<file path="config.mk">
export PLATFORM = sky130hd
export DESIGN_NAME = rotary_encoder_emulator
export DESIGN_NICKNAME = d
export VERILOG_FILES = /design/src/rtl/rotary_encoder_pkg.sv /design/src/rtl/rotary_encoder_emulator.sv
export SDC_FILE = /design/constraint.sdc
export NUM_CORES = 1
export LEC_CHECK = 0
export ABC_AREA = 1
export CAP_MARGIN = 20
export CORE_MARGIN = 8
export CORE_UTILIZATION = 40
export CTS_CLUSTER_DIAMETER = 80
export CTS_CLUSTER_SIZE = 30
export DETAILED_ROUTE_END_ITERATION = 8
export HOLD_SLACK_MARGIN = 0.15
export PLACE_DENSITY = 0.64
export SLEW_MARGIN = 20
export SYNTH_ARGS = -nofsm -noshare
export SYNTH_HDL_FRONTEND = slang
export SYNTH_SLANG_ARGS = --single-unit
</file>
<file path="constraint.sdc">
create_clock -name clk -period 1.83 [get_ports clk]
set_input_delay 0.366 -clock clk [delete_from_list [all_inputs] [get_ports clk]]
set_output_delay 0.366 -clock clk [all_outputs]
set_load 0.005 [all_outputs]
</file>
<file path="src/rtl/rotary_encoder_pkg.sv">
// Shared types and phase tables for the rotary encoder emulator.
// Pin pairs are packed {a,b}; the fourth phase of each table is the idle level.
package rotary_encoder_pkg;

    typedef enum logic [2:0] {
        IDLE_E,
        P1_E,
        P2_E,
        P3_E,
        P4_E,
        DONE_E
    } state_t;

    typedef logic [1:0] pins_t;

    localparam pins_t PINS_IDLE_C = 2'b11;

    localparam pins_t RIGHT_PHASES_C [4] = '{2'b10, 2'b00, 2'b01, 2'b11};
    localparam pins_t LEFT_PHASES_C  [4] = '{2'b01, 2'b00, 2'b10, 2'b11};

    // Non-phase states always present the idle level.
    function automatic pins_t phase_pins(input state_t s, input logic dir_right);
        logic [1:0] idx;
        idx = 2'd0;
        case (s)
            P1_E:    idx = 2'd0;
            P2_E:    idx = 2'd1;
            P3_E:    idx = 2'd2;
            P4_E:    idx = 2'd3;
            default: return PINS_IDLE_C;
        endcase
        return dir_right ? RIGHT_PHASES_C[idx] : LEFT_PHASES_C[idx];
    endfunction

endpackage

</file>
<file path="src/rtl/rotary_encoder_emulator.sv">
// Quadrature waveform generator emulating a mechanical rotary encoder.
// Accepts "N detents in direction D" commands and drives registered A/B pins.
module rotary_encoder_emulator #(
    parameter int PHASE_CYCLES_P = 4,
    parameter int STEPS_WIDTH_P  = 8
) (
    input  logic                     clk,
    input  logic                     rst_n,
    input  logic                     cmd_valid,
    output logic                     cmd_ready,
    input  logic                     cmd_direction,
    input  logic [STEPS_WIDTH_P-1:0] cmd_steps,
    output logic                     encoder_pin_a,
    output logic                     encoder_pin_b,
    output logic                     busy,
    output logic                     done
);
    import rotary_encoder_pkg::*;

    localparam int TIMER_W = $clog2(PHASE_CYCLES_P);
    localparam logic [TIMER_W-1:0] TIMER_LOAD_C = TIMER_W'(PHASE_CYCLES_P - 1);
    localparam logic [STEPS_WIDTH_P-1:0] STEP_ONE_C = STEPS_WIDTH_P'(1);

    state_t                   state_q, state_d;
    logic [TIMER_W-1:0]       timer_q, timer_d;
    logic [STEPS_WIDTH_P-1:0] steps_q, steps_d;
    logic                     dir_q, dir_d;
    pins_t                    pins_q, pins_d;
    logic                     ready_q, ready_d;
    logic                     busy_q, busy_d;
    logic                     done_q, done_d;

    always_comb begin
        state_d = state_q;
        timer_d = timer_q;
        steps_d = steps_q;
        dir_d   = dir_q;

        case (state_q)
            IDLE_E: begin
                if (cmd_valid) begin
                    dir_d   = cmd_direction;
                    steps_d = cmd_steps;
                    timer_d = TIMER_LOAD_C;
                    state_d = (cmd_steps == '0) ? DONE_E : P1_E;
                end
            end
            P1_E, P2_E, P3_E, P4_E: begin
                if (timer_q != '0) begin
                    timer_d = timer_q - TIMER_W'(1);
                end else begin
                    timer_d = TIMER_LOAD_C;
                    case (state_q)
                        P1_E:    state_d = P2_E;
                        P2_E:    state_d = P3_E;
                        P3_E:    state_d = P4_E;
                        default: begin
                            // The count never wraps: it only moves while nonzero.
                            if (steps_q != '0) begin
                                steps_d = steps_q - STEP_ONE_C;
                            end
                            state_d = (steps_q > STEP_ONE_C) ? P1_E : DONE_E;
                        end
                    endcase
                end
            end
            DONE_E:  state_d = IDLE_E;
            default: state_d = IDLE_E;
        endcase

        // Outputs are registered from the next state so they line up with it.
        pins_d  = phase_pins(state_d, dir_d);
        ready_d = (state_d == IDLE_E);
        busy_d  = (state_d inside {P1_E, P2_E, P3_E, P4_E});
        done_d  = (state_d == DONE_E);
    end

    always_ff @(posedge clk or negedge rst_n) begin
        if (!rst_n) begin
            state_q <= IDLE_E;
            timer_q <= '0;
            steps_q <= '0;
            pins_q  <= PINS_IDLE_C;
            ready_q <= 1'b1;
            busy_q  <= 1'b0;
            done_q  <= 1'b0;
        end else begin
            state_q <= state_d;
            timer_q <= timer_d;
            steps_q <= steps_d;
            pins_q  <= pins_d;
            ready_q <= ready_d;
            busy_q  <= busy_d;
            done_q  <= done_d;
        end
    end

    // Direction is only consulted while a command runs, so it needs no reset.
    always_ff @(posedge clk) begin
        dir_q <= dir_d;
    end

    assign cmd_ready     = ready_q;
    assign busy          = busy_q;
    assign done          = done_q;
    assign encoder_pin_a = pins_q[1];
    assign encoder_pin_b = pins_q[0];

endmodule

</file>
==> results.md <==
- Drt wl/cell: 12.1 um
- Slew headroom: roughly three quarters
- Pwr/cell area: roughly 1800 nW/um2
- Worst-skew pair later-pin latency: around 0.31 ns
- Register area share after synthesis: between 40% and 50%
- PortBufs: 16
- Crit. End Element: primary output
- HP Class: in2async
- WP data required: roughly 1.5 ns
- CTS tree: built
- Worst Path Max Fanout: 1
- ANT nets after route: 0
- Ant diodes: 0
- Synth warn: 0
- Sink Count: 19
- Synth Net Count: 162
- FF-to-FF End: pins_q[0]$_DFF_PN1_
- Gp weighted congestion: between 0.8 and 0.9
- Pins Over Slew Limit: 0
- Critical path launch point type: register
- Post-CTS Setup Bufs: 0
- Root Buffer: clkbuf_4
- Largest net degree at the start of global routing: 19
- Register bit count reported by yosys: 19
- DRT iter0 DRCs: 52
- Residual DRC: 0
- Fin crit share: between 90% and 100%
- Final hold violations: 0
- Mean area per synthesized cell: slightly below 8 um2
- Fillers: roughly 270
- Leak: 0.646 nW
- Std-Cell Rows: 19
- Mapped Area: approximately 1100 um2
- Max clock buf depth: 2
- Setup tns final: 0 ns
- Internal reg-to-reg setup slack: approximately 0.26 ns
- CP max stage cell: dfstp_2
- Full die area: approximately 4800 um2
- Reg clk slew, reported paths: between 0.1 and 0.15 ns
- Mapped Cells: between 100 and 150
- Via count: 950
- Tmin final: between 1.5 and 2 ns
- Origin of the critical flop-to-flop path: state_q[2]$_DFF_PN0_
- Worst path buffer plus inverter count: 1
- Starting Density: 41.8%
- Initial antenna violation count: 0
- Nets@finish: ~180
- Worst slew pin tran: between 0.3 and 0.4 ns
- First-pass GRT wire length: around 4.1 mm
- Clock buffers created by TritonCTS: 3
- Fmax: roughly 0.59 GHz
- Hold Buf Count CTS: 0
- Setup Viol. Count Final: 0
- Setup WS post-layout: 0.127 ns
- Crit-path cells: clkdlybuf4s50_1
- Run status: finished, final reports clean
- Post-synthesis cell type count: 29
- DR vias/cell: about 4.8
- Area of the core: approximately 2700 um2
- FF-to-FF path depth: 9
- Fraction of layout cells with a size suffix above 1: about 16%
- Worst-case clock skew: ~0.014 ns
- Critical path class: reg2out
- Fin util: around half
- VDD IR-drop max: 0.00113 V
- Max stage delay on crit path: roughly 0.54 ns
- Dpl ws: 0.105 ns
- I/O pin total: 17
- Layout Area Growth over Synthesis: 18.7%
- Post_cts resized: 0
- Max Cap Viol: 0
- Chip height: about 69 um
- Drt total wl: about 2.4 mm
- RSZ-0062 raised after global routing: false
- Iteration count of the initial detailed-routing pass: 4
- GRT Util Overall: between 10% and 20%
- CP top delay family: flip-flops
- Post-DP HPWL: ~1.8 mm
- Worst EP arrival: between 1 and 1.5 ns
- Max H-tree Level: 1
- Die width: roughly 70 um
- Vias in the first global route: about 900
- GR Overflow Total: 0
cells in the final DEF (no fill, tap or decap), drive strengths merged, types with 2 or more instances in the layout:
| master | n |
|---|---|
| nand2 | 40 |
| inv | 21 |
| o21ai | 19 |
| clkdlybuf4s50 | 16 |
| nor2 | 16 |
| dfrtp | 15 |
| nand3 | 10 |
| ha | 4 |
| clkbuf | 4 |
| xor2 | 3 |
| dfstp | 3 |
| a21oi | 3 |
| a31oi | 2 |
| or2 | 2 |
| nor3 | 2 |
worst register-to-register path: stages (launching register included):
cell,delay (ns)
dfrtp_1,0.46
inv_2,0.16
o21ai_2,0.09
nand2_2,0.23
nand2_1,0.10
nand2_2,0.12
nand2_1,0.07
nand3_1,0.11
nand3_1,0.09
nand2_1,0.08
area by class of cell:
cell class | instances | area, um2 | share of cell area (%)
multi-input combinational | 104 | 572 | 42.1
sequential | 19 | 474 | 34.9
timing repair buffer | 17 | 168 | 12.4
inverter | 21 | 78.8 | 5.81
tap | 31 | 38.8 | 2.86
clock buffer | 4 | 26.3 | 1.94
how the worst max path moves through the flow:
stage | startpoint | end | slack [ns] | depth (start not counted)
floorplan | steps_q[0]$_DFFE_PN0P_ | steps_q[6]$_DFFE_PN0P_ | 0.46 | 8
global placement | cmd_valid | busy$_DFF_PN0_ | 0.11 | 8
detailed placement | cmd_valid | pins_q[0]$_DFF_PN1_ | 0.11 | 9
CTS | pins_q[0]$_DFF_PN1_ | encoder_pin_b | 0.1 | 1
global route | pins_q[0]$_DFF_PN1_ | encoder_pin_b | 0.06 | 1
finish | pins_q[0]$_DFF_PN1_ | encoder_pin_b | 0.13 | 1
sequential cells by signal (all words and copies together) (netlist names):
| signal | cells |
|---|---|
| steps_q | 8 |
| state_q | 3 |
| pins_q | 2 |
| timer_q | 2 |
| busy | 1 |
| cmd_ready | 1 |
| dir_q | 1 |
| done | 1 |
per-layer routing:
| layer | GRT usage [%] | routed length, um | vias to the layer above |
|---|---|---|---|
| met5 | 0 | 0 | - |
| met1 | 12.1 | 1140 | 428 |
| met4 | 2.28 | 12 | 0 |
| met3 | 3.86 | 105 | 2 |
| met2 | 16.9 | 1120 | 16 |
| li1 | - | - | 504 |
synthesized netlist by cell type:
| cell type | n | area (um2) |
|---|---|---|
| nor2_4 | 1 | 11.3 |
| o21ai_2 | 2 | 17.5 |
| dfstp_2 | 3 | 78.8 |
| o21ai_1 | 10 | 50.1 |
| xor2_1 | 3 | 26.3 |
| nand2_2 | 6 | 37.5 |
| a21oi_2 | 1 | 8.76 |
| a21oi_1 | 1 | 5.00 |
| or2_0 | 2 | 12.5 |
| a21oi_4 | 1 | 16.3 |
| nand4_1 | 1 | 6.26 |
| nand2_4 | 1 | 11.3 |
| buf_6 | 1 | 11.3 |
| dfxtp_1 | 1 | 20.0 |
| nor3_2 | 1 | 10.0 |
| o21ai_0 | 7 | 35.0 |
| a31oi_1 | 2 | 12.5 |
| inv_2 | 5 | 18.8 |
| nand3_4 | 1 | 17.5 |
| dfrtp_1 | 15 | 375 |
| buf_4 | 1 | 7.51 |
| nand2_1 | 33 | 124 |
| nor3_1 | 1 | 5.00 |
| ha_1 | 4 | 50.1 |
| a22oi_1 | 1 | 7.51 |
| nand3_1 | 9 | 45.0 |
| inv_1 | 16 | 60.1 |
| nor4_1 | 1 | 6.26 |
| nor2_1 | 15 | 56.3 |
kinds of logic (layout without fill, tap and decap cells):
family,Yosys count,count (layout),synth area share (%)
adders and majority gates,4,4,4.38
xor gates and xnor gates,3,3,2.30
AOI/OAI and AO/OA,25,25,13.3
DFF,19,19,41.5
and+or+nand+nor,72,72,30.0
buffers and inverters,23,42,8.53
metrics by stage:
stage | std cells | cell area (um2) | power, mW | hold WS, ns
floorplan | 146 | 1140 | 1.92 | 0.0704
global placement | 192 | 1330 | 2.21 | 0.519
detailed placement | 192 | 1330 | 2.25 | 0.529
CTS | 196 | 1360 | 2.48 | 0.374
global route | 196 | 1360 | 2.73 | 0.372
finish | 196 | 1360 | 2.45 | 0.362
power breakdown:
group	switching, mW	internal [mW]	total [mW]	leakage, nW
Clock	0.137	0.0851	0.222	0.0150
Sequential	0.130	0.646	0.776	0.224
Combinational	0.910	0.547	1.46	0.406
Note: power is estimated with default switching activity, not from simulation.
